## config.mk

```make
export PLATFORM = sky130hd
export DESIGN_NAME = seq_shift_add_multiplier
export DESIGN_NICKNAME = d
export VERILOG_FILES = /design/src/rtl/seq_shift_add_multiplier.sv
export SDC_FILE = /design/constraint.sdc
export NUM_CORES = 1
export LEC_CHECK = 0
export CORE_MARGIN = 2
export CORE_UTILIZATION = 36
export CTS_BUF_LIST = sky130_fd_sc_hd__clkbuf_4 sky130_fd_sc_hd__clkbuf_8
export CTS_CLUSTER_SIZE = 14
export DETAILED_ROUTE_END_ITERATION = 12
export HOLD_SLACK_MARGIN = 0.05
export PLACE_DENSITY_LB_ADDON = 0.1
export SLEW_MARGIN = 20
export SYNTH_ARGS = -nofsm -noshare
export SYNTH_HDL_FRONTEND = slang
export SYNTH_SLANG_ARGS = --single-unit
```

## constraint.sdc

```tcl
create_clock -name clk -period 6.9 [get_ports clk]
set_input_delay 1.38 -clock clk [delete_from_list [all_inputs] [get_ports clk]]
set_output_delay 1.38 -clock clk [all_outputs]
set_load 0.05 [all_outputs]
```

## src/rtl/seq_shift_add_multiplier.sv

```systemverilog
// Sequential shift-and-add multiplier: one partial product per clock, WIDTH x WIDTH -> 2*WIDTH,
// unsigned or two's-complement per operation, start/done handshake with back-to-back issue.
module seq_shift_add_multiplier #(
  parameter int unsigned WIDTH = 16
) (
  input  logic               clk,
  input  logic               reset,
  input  logic               start,
  input  logic               is_signed,
  input  logic [WIDTH-1:0]   a,
  input  logic [WIDTH-1:0]   b,
  output logic               busy,
  output logic               done,
  output logic [2*WIDTH-1:0] product
);

  localparam int unsigned CW = $clog2(WIDTH);
  localparam logic [CW-1:0] LAST = CW'(WIDTH - 1);

  typedef enum logic [1:0] {IDLE, RUN, DONE} state_e;

  state_e               state_q, state_d;
  logic [2*WIDTH-1:0]   mcand_q, mcand_d;
  logic [WIDTH-1:0]     mplier_q, mplier_d;
  logic                 neg_q, neg_d;
  logic [2*WIDTH-1:0]   acc_q, acc_d;
  logic [CW-1:0]        counter_q, counter_d;
  logic [2*WIDTH-1:0]   product_q, product_d;

  logic [WIDTH-1:0]     mag_a, mag_b;
  logic [2*WIDTH-1:0]   partial, acc_sum;

  // Operands are reduced to magnitudes; the sign is reapplied once to the final sum.
  // Multiplicand shifts left and multiplier shifts right, so bit i of mag_b meets mag_a << i.
  always_comb begin
    state_d   = state_q;
    mcand_d   = mcand_q;
    mplier_d  = mplier_q;
    neg_d     = neg_q;
    acc_d     = acc_q;
    counter_d = counter_q;
    product_d = product_q;

    mag_a   = (is_signed && a[WIDTH-1]) ? -a : a;
    mag_b   = (is_signed && b[WIDTH-1]) ? -b : b;
    partial = mplier_q[0] ? mcand_q : '0;
    acc_sum = acc_q + partial;

    case (state_q)
      IDLE, DONE: begin
        if (start) begin
          state_d   = RUN;
          mcand_d   = {{WIDTH{1'b0}}, mag_a};
          mplier_d  = mag_b;
          neg_d     = is_signed & (a[WIDTH-1] ^ b[WIDTH-1]);
          acc_d     = '0;
          counter_d = '0;
        end else begin
          state_d = IDLE;
        end
      end
      RUN: begin
        acc_d     = acc_sum;
        mcand_d   = mcand_q << 1;
        mplier_d  = mplier_q >> 1;
        counter_d = counter_q + CW'(1);
        if (counter_q == LAST) begin
          state_d   = DONE;
          product_d = neg_q ? -acc_sum : acc_sum;
        end
      end
      default: state_d = IDLE;
    endcase
  end

  always_ff @(posedge clk) begin
    if (reset) begin
      state_q   <= IDLE;
      mcand_q   <= '0;
      mplier_q  <= '0;
      neg_q     <= 1'b0;
      acc_q     <= '0;
      counter_q <= '0;
      product_q <= '0;
    end else begin
      state_q   <= state_d;
      mcand_q   <= mcand_d;
      mplier_q  <= mplier_d;
      neg_q     <= neg_d;
      acc_q     <= acc_d;
      counter_q <= counter_d;
      product_q <= product_d;
    end
  end

  assign busy    = (state_q == RUN);
  assign done    = (state_q == DONE);
  assign product = product_q;

endmodule

```

Word-level counts from Yosys, hierarchy flattened:

Cells that the tools add are included.

* muxes and demuxes: 15
* bitwise gates (word level): 2
* reductions and logical operators: 8
* eq/ne operators: 5
* add/sub/neg operators: 5

Operator list (number)
* two-way mux 32 bit: 4
* one-hot mux 32 bit (2 select lines): 2
* two-way mux 16 bit: 3
* adder 32 bit: 1
* negation 16 bit: 2
* negation 32 bit: 1
* one-hot mux 16 bit (2 select lines): 1
* one-hot mux 4 bit (2 select lines): 1
* AND reduction 2 bit: 3
* adder 4 x 1 -> 4 bit (second input constant): 1
* equality test 4 bit (second input constant): 1
* two-way mux 4 bit: 1
* one-hot mux 2 bit (2 select lines): 1
* equality test 2 x 1 -> 1 bit (second input constant): 1
* equality test 2 bit (second input constant): 1
* logical AND 1 bit: 2
* zero test 2 bit: 1
* two-way mux 2 bit: 1
* inequality test 2 x 1 -> 1 bit (second input constant): 1
* inequality test 2 bit (second input constant): 1
* nonzero test 2 bit: 1
* OR reduction 2 bit: 1
* AND 1 bit: 1
* two-way mux 1 bit: 1
* XOR 1 bit: 1

* word-level logic and storage cells: 42
* bits in registers: 119

Depth between registers and ports, before layout:

Gate-level depths: netlist (run 1).

* word-level depth: 4
* depth in mapped cells: 14

Worst setup path after synthesis (run 1):

OpenSTA, ideal clock, no wires.

* path type: flip-flop to flip-flop
* from: register mplier_q[0]
* to: register product_q[30], in the netlist product[30]
* clock period less this slack: 3957 ps
* path buffers: 1
* setup slack: 2943 ps
* cell stages (with the launch flop): 14
* arrival time: 3871 ps
* cells stage by stage: dfxtp_1 > clkbuf_1 > and2_1 > fa_1 > a211o_1 > or4b_1 > a21o_1 > a211oi_4 > nand3_2 > nand4b_4 > or4_4 > o41ai_2 > xor2_1 > a211oi_1

* word-level cells in the longest chain between the ends: 4

Ends and longest elaborated chain
* start, declared: line 24 `logic [WIDTH-1:0] mplier_q, mplier_d;`
* start signal, assigned: line 88 `mplier_q <= mplier_d;`
* two-way mux 32 bit (*): line 46 `partial = mplier_q[0] ? mcand_q : '0;`
* adder 32 bit (*): line 47 `acc_sum = acc_q + partial;`
* negation 32 bit: line 69 `product_d = neg_q ? -acc_sum : acc_sum;`
* two-way mux 32 bit (*): line 69
* end signal, assigned: line 92 `product_q <= product_d;`
* end, declared: line 28 `logic [2*WIDTH-1:0] product_q, product_d;`

Every way passes the cells marked *; elsewhere a longest branch is shown, timed or not.
A chain may end at the register's enable or synchronous reset.

Final worst setup path (run 1):

* from: register mplier_q[0]
* to: register product_q[23], in the netlist product[23]

The elaborated chain is that of the path after synthesis.

==> flow_summary.ini, run 1 <==
[job]
max_cap_violations = 0

[power]
power_density_nw_per_um2 = 186
irDropWorstVdd_uv = 103
power.leakage_uw = 0.00351

[status]
status = completed

[global_routing]
grt.total_usage_pct = 19.4
grt_pass1_wl_um = 35100
pin_count_of_the_biggest_net_entering_global_routing = 92
grt.overflow.total = 0
antenna_found_initial = 1
first_global_vias = 6774

[routing]
avgRoutedWirePerCell_um = 16.3
drt-vias-per-instance = 5.52
detailedRoute.firstPassIterationCount = 5
drc_violation_count_after_routing = 0
final_antenna_net_count = 0
dr_total_vias = 7244
drt_iter0_markers = 429
routed_wirelength_um = 21300

[final_layout]
layout-drive-gt1-share_pct = 5.59
layout.cells.most_common_list = sky130_fd_sc_hd__dfxtp_1 (119), sky130_fd_sc_hd__nor2_1 (113), sky130_fd_sc_hd__nand2_1 (99)
nNetsFinal = 1098
fillers = 2224
syn2layout_area_growth_pct = 17.0
antenna-diode-count = 0
layout_commonest_cell = sky130_fd_sc_hd__dfxtp_1

[placement]
port_buffers = 69
place.gp.congestion = 0.881
post-dp-hpwl_um = 15400
place_ws_ns = 2.16

[worst_setup_path]
worst_ep_arrival_time_ns = 5.09
cp_data_required_time_ns = 7.26
criticalPathCategory = reg -> reg
crit_path_cells = and2_1, ha_1, fa_1, a211o_1, a211oi_1, nor2_1, xnor2_1, nand4_1, nor4b_1, or3b_1, o21ai_2, xor2_1, a211oi_1
cp_num_buf_inv = 0
timing.critical_path.from_type = flip-flop
setup.worst_path.start = mplier_q[0]
worst_path_largest_cell_delay_ns = 0.60
critical_path.most_common_cell = sky130_fd_sc_hd__a211oi_1
timing.critical_path.fanout_max = 33
cpLargestDelayFamily = simple AND/OR/NAND/NOR gates
timing.critical_path.slowest_stage_cell = sky130_fd_sc_hd__dfxtp_1
critical_path.reg2reg.startpoint = mplier_q[0]
critical_path.endpoint_type = flip-flop

[timing]
final.min_clock_period_ns = 4.73
timing_worst_slew_pin_value_ns = 1.02
maxSlewViolCount = 0
timing.final.setup_violations = 0
finalSetupTns_ns = 0
clock-skew-final_ns = 0.0121
hold_viol_final = 0
fmax_ghz = 0.211
finalWorstSetupSlack_ns = 2.17
timing.final.crit_share_pct = 68.5
setup_repair_after_global_routing_missed_its_margin = no
slew_headroom_pct = 32.1

[synthesis]
post_synth_inst_count = 997
synth.top_cell.area_share_pct = 30.7
synthesis.nets = 1069
yosysUniqueCellTypes = 70
synth-seq-cells = 119
synth_area_um2 = 7770
post_synth_edffs = 0
synth_area_per_cell_um2 = 7.79
yosys_most_used_dff = sky130_fd_sc_hd__dfxtp_1
yosysTopAreaCell = sky130_fd_sc_hd__dfxtp_1
seq_area_frac_synth_pct = 30.7
top_cells_by_area_synth = sky130_fd_sc_hd__dfxtp_1 (31%), sky130_fd_sc_hd__a22oi_1 (7.0%), sky130_fd_sc_hd__ha_1 (5.6%)
async_reset_ff_share_pct = 0
number_of_synthesis_warnings = 0

[floorplan]
design.core.area_um2 = 21100
floorplan.die.height_um = 151
rows = 53
io-pin-count = 70
design.die.area_um2 = 22800
die_width_um = 151
floorplan.initialDensity_pct = 36.9

[clock_tree]
clock_tree.buffer_depth = 2
cts_resized = 0
clk_root_buf = sky130_fd_sc_hd__clkbuf_8
source_to_sink_clock_delay_at_the_later_pin_of_the_worst_skew_pair_ns = 0.44
cts_tree = done
clock_sinks = 119
cts_made_buffers = 17
htree_levels = 4
path_clk_slew_ns = 0.08
post-cts-setup-buffers = 0
postCtsHoldBufs = 0

[worst_hold_path]
hold_path_startpoint = product[19]
hold_path_class = reg -> reg
[cell type report]
type                    instances  area (um^2)  area share (%)
multi-input cells             798         5100            56.1
repair buffers                 76          741            8.15
flip-flops and latches        119         2380            26.2
clock inverters                11          196            2.16
clock buffers                  20          275            3.03
well taps                     275          344            3.79
inverters                      14         52.6           0.578
[sequential cells by signal, indices dropped and copies added (netlist names)]
register / count
acc_q: 32
mcand_q: 32
product: 32
mplier_q: 16
counter_q: 4
state_q: 2
neg_q: 1
[Yosys cell counts, types with 9 or more instances]
| master | count |
|---|---|
| sky130_fd_sc_hd__xor2_1 | 36 |
| sky130_fd_sc_hd__o31ai_1 | 9 |
| sky130_fd_sc_hd__ha_1 | 35 |
| sky130_fd_sc_hd__nand2_1 | 99 |
| sky130_fd_sc_hd__nor2_1 | 115 |
| sky130_fd_sc_hd__nand4_1 | 13 |
| sky130_fd_sc_hd__xnor2_1 | 36 |
| sky130_fd_sc_hd__inv_1 | 14 |
| sky130_fd_sc_hd__a21oi_1 | 83 |
| sky130_fd_sc_hd__o21ai_0 | 41 |
| sky130_fd_sc_hd__a211oi_1 | 24 |
| sky130_fd_sc_hd__dfxtp_1 | 119 |
| sky130_fd_sc_hd__a21o_1 | 16 |
| sky130_fd_sc_hd__clkbuf_1 | 62 |
| sky130_fd_sc_hd__o211ai_1 | 10 |
| sky130_fd_sc_hd__or3_1 | 9 |
| sky130_fd_sc_hd__a31oi_1 | 9 |
| sky130_fd_sc_hd__a22oi_1 | 72 |
| sky130_fd_sc_hd__nand3_1 | 22 |
| sky130_fd_sc_hd__and2_1 | 41 |
[metrics by stage]
| stage | hold slack, ns | instance area (um^2) | total power [uW] | instances | util (%) |
|---|---|---|---|---|---|
| 4_1_cts | 0.456 | 9090 | 1710 | 1313 | 43.1 |
| 3_3_place_gp | 0.439 | 8620 | 949 | 1282 | 40.9 |
| 3_5_place_dp | 0.446 | 8620 | 950 | 1282 | 40.9 |
| 2_1_floorplan | 0.454 | 7770 | 878 | 997 | - |
| 5_1_grt | 0.475 | 9090 | 1760 | 1313 | 43.1 |
| 6_report | 0.454 | 9090 | 1690 | 1313 | 43.1 |
[power breakdown]
part,switching [uW],internal (uW),leakage (uW),total [uW]
logic,133,81.6,0.00231,215
registers,15.2,704,0.000964,719
clock network,301,458,0.000231,760
total,450,1240,0.00351,1690
[layer usage]
metal  wire length [um]  vias up  track usage (%)
li1                   -     3702                -
met1              11400     3353             28.7
met2               8930      173             29.4
met3                871       16             2.77
met4                190        0             5.05
met5                  0        -                0
[logic make-up after synthesis]
logic type      Yosys count  synth area share, %
flops                   119                 30.7
buf+inv                  80                 3.96
compound gates          323                 28.2
simple gates            364                 22.8
mux                       3                0.386
fa+ha+maj                36                 5.89
xor+xnor                 72                 8.11
[tightest hold or removal path, delay by kind of cell, from the launching register on]
kind	cells	cell delay, ns
compound gates	1	0.05
flops	1	0.31
simple gates	1	0.05
[path summary, 6_finish.rpt]
check / to / slack (ns) / cells after the start
min reg2reg: product[19] / 0.45 / 2
min: product[19] / 0.45 / 2
max reg2reg: product[23] / 2.17 / 13
max: product[23] / 2.17 / 13
No activity file was read; power rests on OpenSTA's default activity.
==> inputs of run 2 (changes only) <==
==> constraint.sdc (replaced) <==
create_clock -name clk -period 4.84 [get_ports clk]
set_input_delay 0.968 -clock clk [delete_from_list [all_inputs] [get_ports clk]]
set_output_delay 0.968 -clock clk [all_outputs]
set_load 0.05 [all_outputs]
==> run 2 against run 1 <==
Via count increased by 0.19%. Sequential share of layout area about the same. Sequential power increased by 42%. Clock skew decreased by 0.0014 ns. Combinational power increased by 45%. Non-clock buffer count increased by 4. Fmax increased by 7.1%. Routed wire length decreased by 0.95%. Critical path type unchanged. Largest cell class unchanged.
==> flow_summary.ini, run 2 (same netlist as run 1, synthesis figures left out) <==
[timing]
maxSlewViolCount = 0
clock-skew-final_ns = 0.0107
timing_worst_slew_pin_value_ns = 1.03
fmax_ghz = 0.226
finalSetupTns_ns = 0
timing.final.setup_violations = 0
hold_viol_final = 0
final.min_clock_period_ns = 4.42
setup_repair_after_global_routing_missed_its_margin = no
timing.final.crit_share_pct = 91.2
fin_hold_ws_ns = 0.452
slew_headroom_pct = 31.5

[worst_setup_path]
crit_cells = 13
timing.critical_path.from_type = flip-flop
criticalPathCategory = reg -> reg
critical_path.reg2reg.startpoint = mplier_q[0]
timing.critical_path.fanout_max = 10
critical_path.reg2reg.endpoint = product[30]
cp_num_buf_inv = 0
critical_path.endpoint_type = flip-flop
reg2reg_setup_slack_ns = 0.42
critical_path.most_common_cell = sky130_fd_sc_hd__a211oi_1
worst_path_largest_cell_delay_ns = 0.61
setup.worst_path.start = mplier_q[0]
cp_data_required_time_ns = 5.13
crit_path_cells = and2_1, ha_1, fa_1, a211o_1, a211oi_1, or4_1, nand4b_1, a21oi_1, nand4b_4, or4_4, o41ai_2, xor2_1, a211oi_1
worstSetupEndpoint = product[30]
cpLargestDelayFamily = compound AO/OA/AOI/OAI gates
reg2reg_depth = 13
timing.critical_path.slowest_stage_cell = sky130_fd_sc_hd__or4_4
worst_ep_arrival_time_ns = 4.71

[clock_tree]
cts_resized = 0
post-cts-setup-buffers = 0
clk_root_buf = sky130_fd_sc_hd__clkbuf_8
cts_tree = done
cts_made_buffers = 17
source_to_sink_clock_delay_at_the_later_pin_of_the_worst_skew_pair_ns = 0.45
clock_sinks = 119
postCtsHoldBufs = 0
htree_levels = 4
path_clk_slew_ns = 0.08
clock_tree.buffer_depth = 2

[global_routing]
grt.overflow.total = 0
antenna_found_initial = 0
grt.total_usage_pct = 19.1
pin_count_of_the_biggest_net_entering_global_routing = 77
grt_pass1_wl_um = 34600
first_global_vias = 6660

[final_layout]
area.sequential_um2 = 2380
fillers = 2197
layout-drive-gt1-share_pct = 6.04
layout.cells.most_common_list = sky130_fd_sc_hd__dfxtp_1 (119), sky130_fd_sc_hd__nor2_1 (113), sky130_fd_sc_hd__nand2_1 (99)
nNetsFinal = 1102
multiInputGateArea_um2 = 5100
finalInstanceArea_um2 = 9080
layout_commonest_cell = sky130_fd_sc_hd__dfxtp_1
syn2layout_area_growth_pct = 16.8
antenna-diode-count = 0

[floorplan]
floorplan.die.height_um = 151
design.die.area_um2 = 22800
io-pin-count = 70
floorplan.initialDensity_pct = 36.9
rows = 53
design.core.area_um2 = 21100
die_width_um = 151

[worst_hold_path]
hold_path_startpoint = product[17]
hold_path_class = reg -> reg

[power]
power.leakage_uw = 0.00350
irDropWorstVdd_uv = 139
power_density_nw_per_um2 = 253
fin_total_pwr_uw = 2300

[job]
max_cap_violations = 0

[placement]
port_buffers = 69
place.gp.congestion = 0.890
post-dp-hpwl_um = 15400
detailed_place.area_um2 = 8660

[routing]
drt-vias-per-instance = 5.51
drc_violation_count_after_routing = 0
dr_total_vias = 7258
routed_wirelength_um = 21100
detailedRoute.firstPassIterationCount = 5
final_antenna_net_count = 0
drt_iter0_markers = 483
avgRoutedWirePerCell_um = 16.0

[status]
status = completed
==> run 2: area by class of cell <==
cell class / count / share of cell area [%]
multi-input combinational: 798 / 56.2
inverter: 14 / 0.579
sequential: 119 / 26.2
timing repair buffer: 80 / 8.63
clock buffer: 20 / 2.89
tap: 275 / 3.79
clock inverter: 12 / 1.68
==> run 2: power breakdown <==
part	internal (uW)	leakage, uW	switching, uW
clock	532	0.000202	433
sequential	1000	0.000964	17.8
combinational	119	0.00234	191
==> run 2: worst min-delay path: stages, from the launching register on <==
cell	delay [ns]
sky130_fd_sc_hd__dfxtp_1	0.31
sky130_fd_sc_hd__nand2_1	0.05
sky130_fd_sc_hd__a21oi_1	0.05
==> run 2: stage by stage <==
step                setup slack, ns  utilization, %  cells
CTS                           0.431            43.0   1318
floorplan                     0.883               -    997
finish                        0.425            43.0   1318
detailed placement            0.455            41.1   1286
global route                 0.0691            43.0   1318
global placement              0.594            41.1   1286
==> run 2: routing by layer <==
| layer | global-route usage (%) | wire length, um | up-vias |
|---|---|---|---|
| li1 | - | - | 3717 |
| met1 | 28.9 | 11200 | 3326 |
| met2 | 27.6 | 8600 | 195 |
| met3 | 3.28 | 1110 | 20 |
| met4 | 5.37 | 259 | 0 |
| met5 | 0 | 0 | - |
==> run 2: how the worst min path moves through the flow <==
stage / end / slack, ns / depth (start not counted)
6_report: product[17] / 0.45 / 2
5_1_grt: product[17] / 0.47 / 2
4_1_cts: product[17] / 0.45 / 2
3_5_place_dp: product[17] / 0.44 / 2
3_3_place_gp: product[17] / 0.44 / 2
2_1_floorplan: mplier_q[15] / 0.45 / 2
==> variant: new RTL, flow settings as in run 1 <==
`product_q` no longer has a reset.
--- a/src/rtl/seq_shift_add_multiplier.sv
+++ b/src/rtl/seq_shift_add_multiplier.sv
@@ -83,3 +83,2 @@
       counter_q <= '0;
-      product_q <= '0;
     end else begin
@@ -91,4 +90,7 @@
       counter_q <= counter_d;
-      product_q <= product_d;
     end
+  end
+
+  always_ff @(posedge clk) begin
+    product_q <= product_d;
   end
Behaviour: no difference found for any inputs over 10 cycles, from zero or initial values and one cycle with reset high; that may be too few to reach the edited logic, so the function may still have changed.
==> variant against run 1 <==
Combinational power down 13%. Sequential cell count is the same. First-iteration DRC count increased by 13%. Total power shrank 5.1%. Critical path depth down 2. Worst setup slack improved by 0.020 ns. Routed wire length decreased by 10%. Synthesized area decreased by 0.18%. Final area is 0.88% lower. Clock power shrank 12%. Critical path type unchanged.
==> variant: results (changes against run 1) <==
synth:
  syn-num-nets: 970  # -9.3%
  syn_avg_cell_area_um2: 8.64  # +11%
  yosysUniqueCellTypes: 95  # +36%
  ys_warn_count: 0  # unchanged
  yosysSeqAreaShare_pct: 34.8  # +4.2 points
  synth.area.top_cells: "dfxtp_1, edfxtp_1, a22oi_1"
  yosys-top-cells-count: "nor2_1, dfxtp_1, a22oi_1"
  synth_edf_count: 32  # +32
detailed_routing:
  drtIter0Drc: 484  # +13%
  viasPerCell: 5.48  # -0.61%
  routedWlPerCell_um: 15.7  # -3.7%
min_path:
  hold_depth: 2  # unchanged
  min_to: "mplier_q[15]$_SDFFE_PP0P_"
  hp-start: "mplier_q[15]$_SDFFE_PP0P_"
final_layout:
  nMultiInputCombCells: 709  # -11%
  multiInputGateArea_um2: 4760  # -6.6%
  clockNetworkAreaShare_pct: 4.60  # -0.59 points
  layout.cells.non_filler: 1223  # -6.9%
  drive_gt1_share_pct: 8.02  # +2.4 points
  n_all_buffers: 75  # -1.3%
  clkbuf_count: 20  # unchanged
  nFillCells: 2174  # -2.2%
  regArea_um2: 2700  # +13%
  final-nonclk-buf-share_pct: 8.11  # -0.039 points
  nNetsFinal: 1008  # -8.2%
  numSequentialCells: 119  # unchanged
  design_area_um2: 9010  # -0.88%
sta:
  skew_ns: 0.0112  # -0.000950 ns
  hold_ws_ns: 0.500  # +0.0460 ns
  relSlewSlack_pct: 34.5  # +2.5 points
  min_period_ns: 4.71  # -0.0197 ns
power:
  intPower_mw: 1.18  # -4.9%
  ir_drop_v: 0.0000875  # -15%
  leakage_nw: 3.46  # -1.3%
  combPwrFrac_pct: 11.7  # -1.0 points
  pg_clk_mw: 0.670  # -12%
  swShare_pct: 26.4  # -0.16 points
global_routing:
  grt_max_degree: 88  # -4.3%
  grt_pass1_wl_um: 31700  # -9.8%
  track_usage_pct: 17.5  # -1.8 points
  grt_pass1_vias: 6127  # -9.6%
  antenna_found_initial: 0  # -1
clock_network:
  htreeDepth: 4  # unchanged
  numCtsBuffers: 17  # unchanged
placement:
  dpl_cell_area_um2: 8590  # -0.28%
  place_hpwl_um: 13700  # -12%
  place_congestion: 0.875  # -0.66%
setup_path:
  timing.rr.end: "product[31]$_DFFE_PP_"
  r2r_start: "mplier_q[0]$_SDFFE_PP0P_"
  cpPeakStageDelay_ns: 0.94  # +0.34 ns
  crit_path_top_delay_cell: "dfxtp_1"
  r2r_setup_slack_ns: 2.19  # +0.02 ns
  worst_ep_arrival_time_ns: 4.91  # -0.18 ns
  rr_worst_depth: 11  # -2
  cp_top_family: "compound AO/OA/AOI/OAI gates"
  crit_type: "flip-flop to flip-flop"
run_status:
  outcome: "finished, final reports clean"
-- variant: cell families (layout without fill, tap and decap cells) --
kind of cell / Yosys count / in the layout / share of synthesized area, %
AND/OR/NAND/NOR: 310 / 310 / 20.3
AO/OA/AOI/OAI: 289 / 289 / 26.4
flip-flops: 119 / 119 / 34.8
XOR/XNOR: 70 / 70 / 8.00
buffers and inverters: 70 / 120 / 3.97
adder cells (fa/ha/maj): 36 / 36 / 5.90
multiplexers: 4 / 4 / 0.548
-- variant: metal layers --
| metal | routed length (um) | vias to the layer above | GRT usage [%] |
|---|---|---|---|
| met5 | 0 | - | 0 |
| met4 | 291 | 0 | 5.09 |
| met3 | 881 | 20 | 3.40 |
| met2 | 7840 | 176 | 25.1 |
| met1 | 10100 | 3102 | 26.5 |
| li1 | - | 3408 | - |
